### src/rtl/seq_braun_mult.sv
// Sequential shift-add multiplier, one multiplier bit per clock, with
// valid/ready handshakes on both sides.
// Optional feature macro: MULT_SIGNED_EN (per-transaction two's-complement mode
// selected by sgn). When undefined, sgn is ignored and all operands are unsigned.
module seq_braun_mult #(
   parameter int unsigned WIDTH = 8
) (
   input  logic               clk,
   input  logic               rst,
   input  logic               in_valid,
   output logic               in_ready,
   input  logic [WIDTH-1:0]   a,
   input  logic [WIDTH-1:0]   b,
   input  logic               sgn,
   output logic               out_valid,
   input  logic               out_ready,
   output logic [2*WIDTH-1:0] prod
);

   localparam int unsigned CNT_W = (WIDTH > 1) ? $clog2(WIDTH) : 1;
   localparam int unsigned PW    = 2 * WIDTH;

   localparam logic [1:0] StIdle = 2'd0;
   localparam logic [1:0] StBusy = 2'd1;
   localparam logic [1:0] StDone = 2'd2;

   logic [1:0]       state_q, state_d;
   logic [WIDTH-1:0] a_q, a_d;
   logic [WIDTH-1:0] b_q, b_d;
   logic [CNT_W-1:0] cnt_q, cnt_d;
   logic [PW-1:0]    acc_q, acc_d;
   logic [PW-1:0]    prod_q, prod_d;

   logic             load;
   logic             neg_q;
   logic [WIDTH-1:0] a_mag, b_mag;
   logic [PW-1:0]    pp, sum;

`ifdef MULT_SIGNED_EN
   // Loop always runs on magnitudes; -2^(WIDTH-1) maps onto 2^(WIDTH-1) unsigned.
   assign a_mag = (sgn && a[WIDTH-1]) ? -a : a;
   assign b_mag = (sgn && b[WIDTH-1]) ? -b : b;

   // Result sign is captured with the operands and applied once the loop ends.
   always_ff @(posedge clk) begin
      if (rst) begin
         neg_q <= 1'b0;
      end else if (load) begin
         neg_q <= sgn & (a[WIDTH-1] ^ b[WIDTH-1]);
      end
   end
`else
   logic unused_sgn;
   assign unused_sgn = sgn;
   assign a_mag      = a;
   assign b_mag      = b;
   assign neg_q      = 1'b0;
`endif

   assign in_ready  = (state_q == StIdle) | ((state_q == StDone) & out_ready);
   assign out_valid = (state_q == StDone);
   assign prod      = prod_q;
   assign load      = in_valid & in_ready;

   // Partial product for the current multiplier bit, zero-extended and shifted into place.
   assign pp  = b_q[0] ? (PW'(a_q) << cnt_q) : '0;
   assign sum = acc_q + pp;

   // Next-state logic for the control FSM and the datapath registers.
   always_comb begin
      state_d = state_q;
      a_d     = a_q;
      b_d     = b_q;
      cnt_d   = cnt_q;
      acc_d   = acc_q;
      prod_d  = prod_q;

      case (state_q)
         StIdle: ;
         StBusy: begin
            acc_d = sum;
            b_d   = b_q >> 1;
            cnt_d = cnt_q + CNT_W'(1);
            if (cnt_q == CNT_W'(WIDTH - 1)) begin
               state_d = StDone;
               cnt_d   = '0;
               prod_d  = neg_q ? -sum : sum;
            end
         end
         StDone: begin
            if (out_ready && !in_valid) begin
               state_d = StIdle;
            end
         end
         default: state_d = StIdle;
      endcase

      // Also covers the back-to-back case from StDone, skipping the idle bubble.
      if (load) begin
         state_d = StBusy;
         a_d     = a_mag;
         b_d     = b_mag;
         acc_d   = '0;
         cnt_d   = '0;
      end
   end

   // State and datapath registers; reset discards any in-flight transaction.
   always_ff @(posedge clk) begin
      if (rst) begin
         state_q <= StIdle;
         a_q     <= '0;
         b_q     <= '0;
         cnt_q   <= '0;
         acc_q   <= '0;
         prod_q  <= '0;
      end else begin
         state_q <= state_d;
         a_q     <= a_d;
         b_q     <= b_d;
         cnt_q   <= cnt_d;
         acc_q   <= acc_d;
         prod_q  <= prod_d;
      end
   end

endmodule

### config.mk
export PLATFORM = sky130hd
export DESIGN_NAME = seq_braun_mult
export DESIGN_NICKNAME = d
export VERILOG_FILES = /design/src/rtl/seq_braun_mult.sv
export SDC_FILE = /design/constraint.sdc
export NUM_CORES = 1
export LEC_CHECK = 0
export ABC_AREA = 1
export CAP_MARGIN = 20
export CORE_MARGIN = 1.5
export CORE_UTILIZATION = 25
export DETAILED_ROUTE_END_ITERATION = 7
export MAX_ROUTING_LAYER = met4
export PLACE_DENSITY = 0.41
export SLEW_MARGIN = 20
export SYNTH_ARGS = -nofsm -noshare
export SYNTH_HDL_FRONTEND = slang
export SYNTH_SLANG_ARGS = --single-unit
### constraint.sdc
create_clock -name clk -period 2.7 [get_ports clk]
set_clock_uncertainty 0.05 [all_clocks]
set_input_delay 0.27 -clock clk [delete_from_list [all_inputs] [get_ports clk]]
set_output_delay 0.27 -clock clk [all_outputs]
set_load 0.005 [all_outputs]
==> report_table.html <==
<table>
<tr><th>Metric</th><th>Value</th></tr>
<tr><th colspan="2">STA</th></tr>
<tr><td>Final critical delay including setup and external delays</td><td>2.47 ns</td></tr>
<tr><td>Endpoints failing hold</td><td>0</td></tr>
<tr><td>Finish-stage setup viols</td><td>0</td></tr>
<tr><td>Slew Viols, Final</td><td>0</td></tr>
<tr><td>Transition time at the pin with the least slew margin</td><td>0.415 ns</td></tr>
<tr><td>Setup TNS</td><td>0 ns</td></tr>
<tr><td>RSZ-0062 raised after global routing</td><td>false</td></tr>
<tr><td>Max frequency</td><td>0.405 GHz</td></tr>
<tr><td>Ratio of final minimum period to clock period</td><td>0.914</td></tr>
<tr><td>Worst Hold Margin</td><td>0.412 ns</td></tr>
<tr><td>Relative max-transition margin</td><td>0.723</td></tr>
<tr><th colspan="2">Hold path</th></tr>
<tr><td>Classification of the worst-slack hold path</td><td>reg2reg</td></tr>
<tr><th colspan="2">Worst setup path</th></tr>
<tr><td>Element type at the critical path end</td><td>register</td></tr>
<tr><td>Data required, critical path</td><td>2.90 ns</td></tr>
<tr><td>Kind of launch point of the worst setup path</td><td>register</td></tr>
<tr><td>Type of the worst setup path</td><td>reg2reg</td></tr>
<tr><td>Signal arrival time at the worst endpoint</td><td>2.67 ns</td></tr>
<tr><td>Critical path peak fanout</td><td>19</td></tr>
<tr><th colspan="2">Global routing</th></tr>
<tr><td>Largest net degree at the start of global routing</td><td>34</td></tr>
<tr><td>Total grt overflow</td><td>0</td></tr>
<tr><td>GRT Util Overall</td><td>0.138</td></tr>
<tr><td>Vias in the first global route</td><td>2916</td></tr>
<tr><td>Wire length of the first global-routing pass</td><td>13900 um</td></tr>
<tr><td>Initial antenna violation count</td><td>0</td></tr>
<tr><th colspan="2">Routing</th></tr>
<tr><td>First DRT Iteration DRCs</td><td>143</td></tr>
<tr><td>1st-pass router iterations</td><td>4</td></tr>
<tr><td>Remaining antenna violation count</td><td>0</td></tr>
<tr><td>Detail-routed net length per standard cell</td><td>11.5 um</td></tr>
<tr><td>Post-detailed-route via-to-cell ratio</td><td>4.22</td></tr>
<tr><td>Number of design rule violations left after detail routing</td><td>0</td></tr>
<tr><td>Via count of the routed design</td><td>3056</td></tr>
<tr><td>Routed WL</td><td>8360 um</td></tr>
<tr><th colspan="2">Clocking</th></tr>
<tr><td>Post-CTS repair timing setup buffer count</td><td>0</td></tr>
<tr><td>CTS Buffer Depth</td><td>2</td></tr>
<tr><td>Clock insertion delay at the later pin of the skew report</td><td>0.30 ns</td></tr>
<tr><td>Number of gates resized after CTS</td><td>0</td></tr>
<tr><td>Library cell used as clock root buffer</td><td>sky130_fd_sc_hd__clkbuf_16</td></tr>
<tr><td>CTS H-Tree Depth</td><td>2</td></tr>
<tr><td>CTS clock-pin slew for the worst setup and hold paths</td><td>0.07 ns</td></tr>
<tr><td>Clock sink count</td><td>53</td></tr>
<tr><td>CTS buffer count</td><td>5</td></tr>
<tr><td>Post-cts hold buffer count</td><td>0</td></tr>
<tr><td>TritonCTS clock tree</td><td>built</td></tr>
<tr><th colspan="2">Logic synthesis</th></tr>
<tr><td>Ys flop type</td><td>sky130_fd_sc_hd__dfxtp_1</td></tr>
<tr><td>Leading cell types by total area after synthesis</td><td>sky130_fd_sc_hd__dfxtp_1, sky130_fd_sc_hd__nand2_1, sky130_fd_sc_hd__inv_1, sky130_fd_sc_hd__ha_1, sky130_fd_sc_hd__nor2_1</td></tr>
<tr><td>Most repeated cell in the gate-level netlist after synthesis</td><td>sky130_fd_sc_hd__nand2_1</td></tr>
<tr><td>Number of warnings issued by yosys</td><td>0</td></tr>
<tr><td>Total of flip-flops plus latches after synthesis</td><td>53</td></tr>
<tr><td>Fraction of post-synthesis cell area in the top cell type by area</td><td>0.328</td></tr>
<tr><td>Post-Syn Area</td><td>0.00323 mm^2</td></tr>
<tr><td>Synth async-reset ratio</td><td>0</td></tr>
<tr><td>Mean cell area of the mapped netlist</td><td>6.32 um^2</td></tr>
<tr><td>Post-synthesis cell type with the largest combined area</td><td>sky130_fd_sc_hd__dfxtp_1</td></tr>
<tr><td>Leading post-synthesis cells by instance count</td><td>sky130_fd_sc_hd__nand2_1, sky130_fd_sc_hd__inv_1, sky130_fd_sc_hd__dfxtp_1</td></tr>
<tr><td>Post-Syn Nets</td><td>551</td></tr>
<tr><td>Post-synth EDFFs</td><td>0</td></tr>
<tr><td>Proportion of synthesized chip area in sequential cells</td><td>0.328</td></tr>
<tr><td>Syn Inst Count</td><td>512</td></tr>
<tr><td>Number of library cell types mapped by synthesis</td><td>28</td></tr>
<tr><th colspan="2">Flow run</th></tr>
<tr><td>Max-Cap Viols</td><td>0</td></tr>
<tr><th colspan="2">Placed design</th></tr>
<tr><td>Final weighted congestion of routability-driven global placement</td><td>0.843</td></tr>
<tr><td>Port bufs</td><td>37</td></tr>
<tr><td>Sum of net half-perimeters after detailed placement</td><td>6330 um</td></tr>
<tr><th colspan="2">Layout</th></tr>
<tr><td>Final #Nets</td><td>592</td></tr>
<tr><td>Area growth from synthesis to layout</td><td>24.3%</td></tr>
<tr><td>Number of filler cells placed in the layout</td><td>1409</td></tr>
<tr><td>Share of cells above drive strength 1</td><td>0.0687</td></tr>
<tr><td>Diodes inserted</td><td>0</td></tr>
<tr><th colspan="2">Die</th></tr>
<tr><td>Core Region</td><td>0.0126 mm^2</td></tr>
<tr><td>Vert. Die Dim</td><td>117 um</td></tr>
<tr><td># rows</td><td>41</td></tr>
<tr><td>Effective utilization at floorplan</td><td>0.256</td></tr>
<tr><td>Top-Level Pins</td><td>39</td></tr>
<tr><td>Area of the die</td><td>0.0136 mm^2</td></tr>
<tr><td>Width of the die</td><td>117 um</td></tr>
<tr><th colspan="2">Pwr</th></tr>
<tr><td>Cell Pwr Density</td><td>431 mW/mm^2</td></tr>
<tr><td>Worst IR Drop VDD</td><td>225 uV</td></tr>
<tr><td>Lkg Pwr</td><td>0.00193 uW</td></tr>
<tr><th colspan="2">Status</th></tr>
<tr><td>Result of the run</td><td>finished, final reports clean</td></tr>
</table>
==> cell families after synthesis <==
logic type,after synthesis,share of synthesized area
adders and majority gates,18,0.0720
AOI/OAI and AO/OA,85,0.145
DFF,53,0.328
muxes,1,0.00309
xor gates and xnor gates,6,0.0162
and+or+nand+nor,245,0.308
buffers and inverters,104,0.128
==> cells in the final DEF, fill, tap and decap left out <==
cell type                         netlist  final
sky130_fd_sc_hd__dfxtp_1               53     53
sky130_fd_sc_hd__nand4_1                1      1
sky130_fd_sc_hd__clkinvlp_4             0      1
sky130_fd_sc_hd__a21oi_2                0      2
sky130_fd_sc_hd__clkinv_1               3      3
sky130_fd_sc_hd__xor2_1                 4      3
sky130_fd_sc_hd__buf_4                  4     13
sky130_fd_sc_hd__o21bai_1               2      2
sky130_fd_sc_hd__clkinv_4               0      1
sky130_fd_sc_hd__mux2i_1                1      1
sky130_fd_sc_hd__o22ai_1                7      7
sky130_fd_sc_hd__nand2_1              161    158
sky130_fd_sc_hd__a21oi_1               33     31
sky130_fd_sc_hd__o21ai_0               28     21
sky130_fd_sc_hd__nor2_2                 0      1
sky130_fd_sc_hd__xor2_2                 0      1
sky130_fd_sc_hd__clkdlybuf4s50_1        0     37
sky130_fd_sc_hd__nor2_1                45     44
sky130_fd_sc_hd__ha_1                  17     17
sky130_fd_sc_hd__a31oi_1                7      7
sky130_fd_sc_hd__o21ai_1                0      7
sky130_fd_sc_hd__nand2_2                1      4
sky130_fd_sc_hd__nand3_2                0      1
sky130_fd_sc_hd__buf_12                 0      1
sky130_fd_sc_hd__inv_1                 82     81
sky130_fd_sc_hd__nor2_8                 1      1
sky130_fd_sc_hd__nor2_4                 1      1
sky130_fd_sc_hd__nor3_1                 3      3
sky130_fd_sc_hd__xnor2_1                2      2
sky130_fd_sc_hd__nand3_1               29     28
sky130_fd_sc_hd__clkbuf_16              0      5
sky130_fd_sc_hd__fa_1                   1      1
sky130_fd_sc_hd__inv_2                  2      3
sky130_fd_sc_hd__o21a_1                 8      8
sky130_fd_sc_hd__or2_2                  3      3
==> final cells by class <==
cell class,count,area (um^2),area share
Clock buffer,5,125,0.0311
Inverter,87,327,0.0812
Multi-Input combinational cell,355,1790,0.445
Timing Repair Buffer,51,488,0.121
Sequential cell,53,1060,0.264
Clock inverter,2,16.3,0.00404
Tap cell,172,215,0.0535
==> registers in the layout, indices dropped and copies added, names as in the netlist <==
register  count
a_q           8
acc_q        16
b_q           8
cnt_q         3
prod         16
state_q       2
==> where the power goes <==
part,total [uW],internal [uW],switching (uW)
registers,831,813,17.8
logic,254,103,151
clock network,650,341,309
==> worst paths after layout <==
path | slack, ns | start | endpoint | cells after the start
setup / recovery | 0.23 | cnt_q[0]$_SDFFE_PP0P_ | prod[8]$_SDFFE_PP0P_ | 15
setup reg to reg | 0.23 | cnt_q[0]$_SDFFE_PP0P_ | prod[8]$_SDFFE_PP0P_ | 15
hold / removal | 0.41 | b_q[7]$_SDFFE_PP0P_ | b_q[7]$_SDFFE_PP0P_ | 2
hold reg to reg | 0.41 | b_q[7]$_SDFFE_PP0P_ | b_q[7]$_SDFFE_PP0P_ | 2
==> worst max-delay path: stages (launching register included) <==
cell,delay (ns)
sky130_fd_sc_hd__dfxtp_1,0.33
sky130_fd_sc_hd__buf_12,0.15
sky130_fd_sc_hd__nor2_1,0.13
sky130_fd_sc_hd__nand2_1,0.09
sky130_fd_sc_hd__nor2_1,0.13
sky130_fd_sc_hd__ha_1,0.19
sky130_fd_sc_hd__inv_1,0.06
sky130_fd_sc_hd__fa_1,0.41
sky130_fd_sc_hd__inv_1,0.09
sky130_fd_sc_hd__nand3_1,0.07
sky130_fd_sc_hd__nand3_1,0.16
sky130_fd_sc_hd__a21oi_1,0.10
sky130_fd_sc_hd__or2_2,0.29
sky130_fd_sc_hd__nand3_1,0.08
sky130_fd_sc_hd__nand2_1,0.06
sky130_fd_sc_hd__inv_1,0.04
==> metal layers <==
metal,up-vias,track usage,part of all wire
met2,32,0.222,0.45
met1,1326,0.178,0.52
met4,0,0.0361,0.012
li1,1690,-,-
met5,-,-,0
met3,8,0.0249,0.022
==> stage by stage <==
step	cell area [um^2]	utilization	cells	worst slack [ns]	total power, uW
finish	4020	0.319	725	0.231	1740
global route	4020	0.319	725	0.0102	1840
CTS	3990	0.316	725	0.125	1770
detailed placement	3850	0.305	718	0.149	1100
global placement	3850	0.305	718	0.170	1100
floorplan	3230	-	512	0.363	1010
Note: power is estimated with default switching activity, not from simulation.
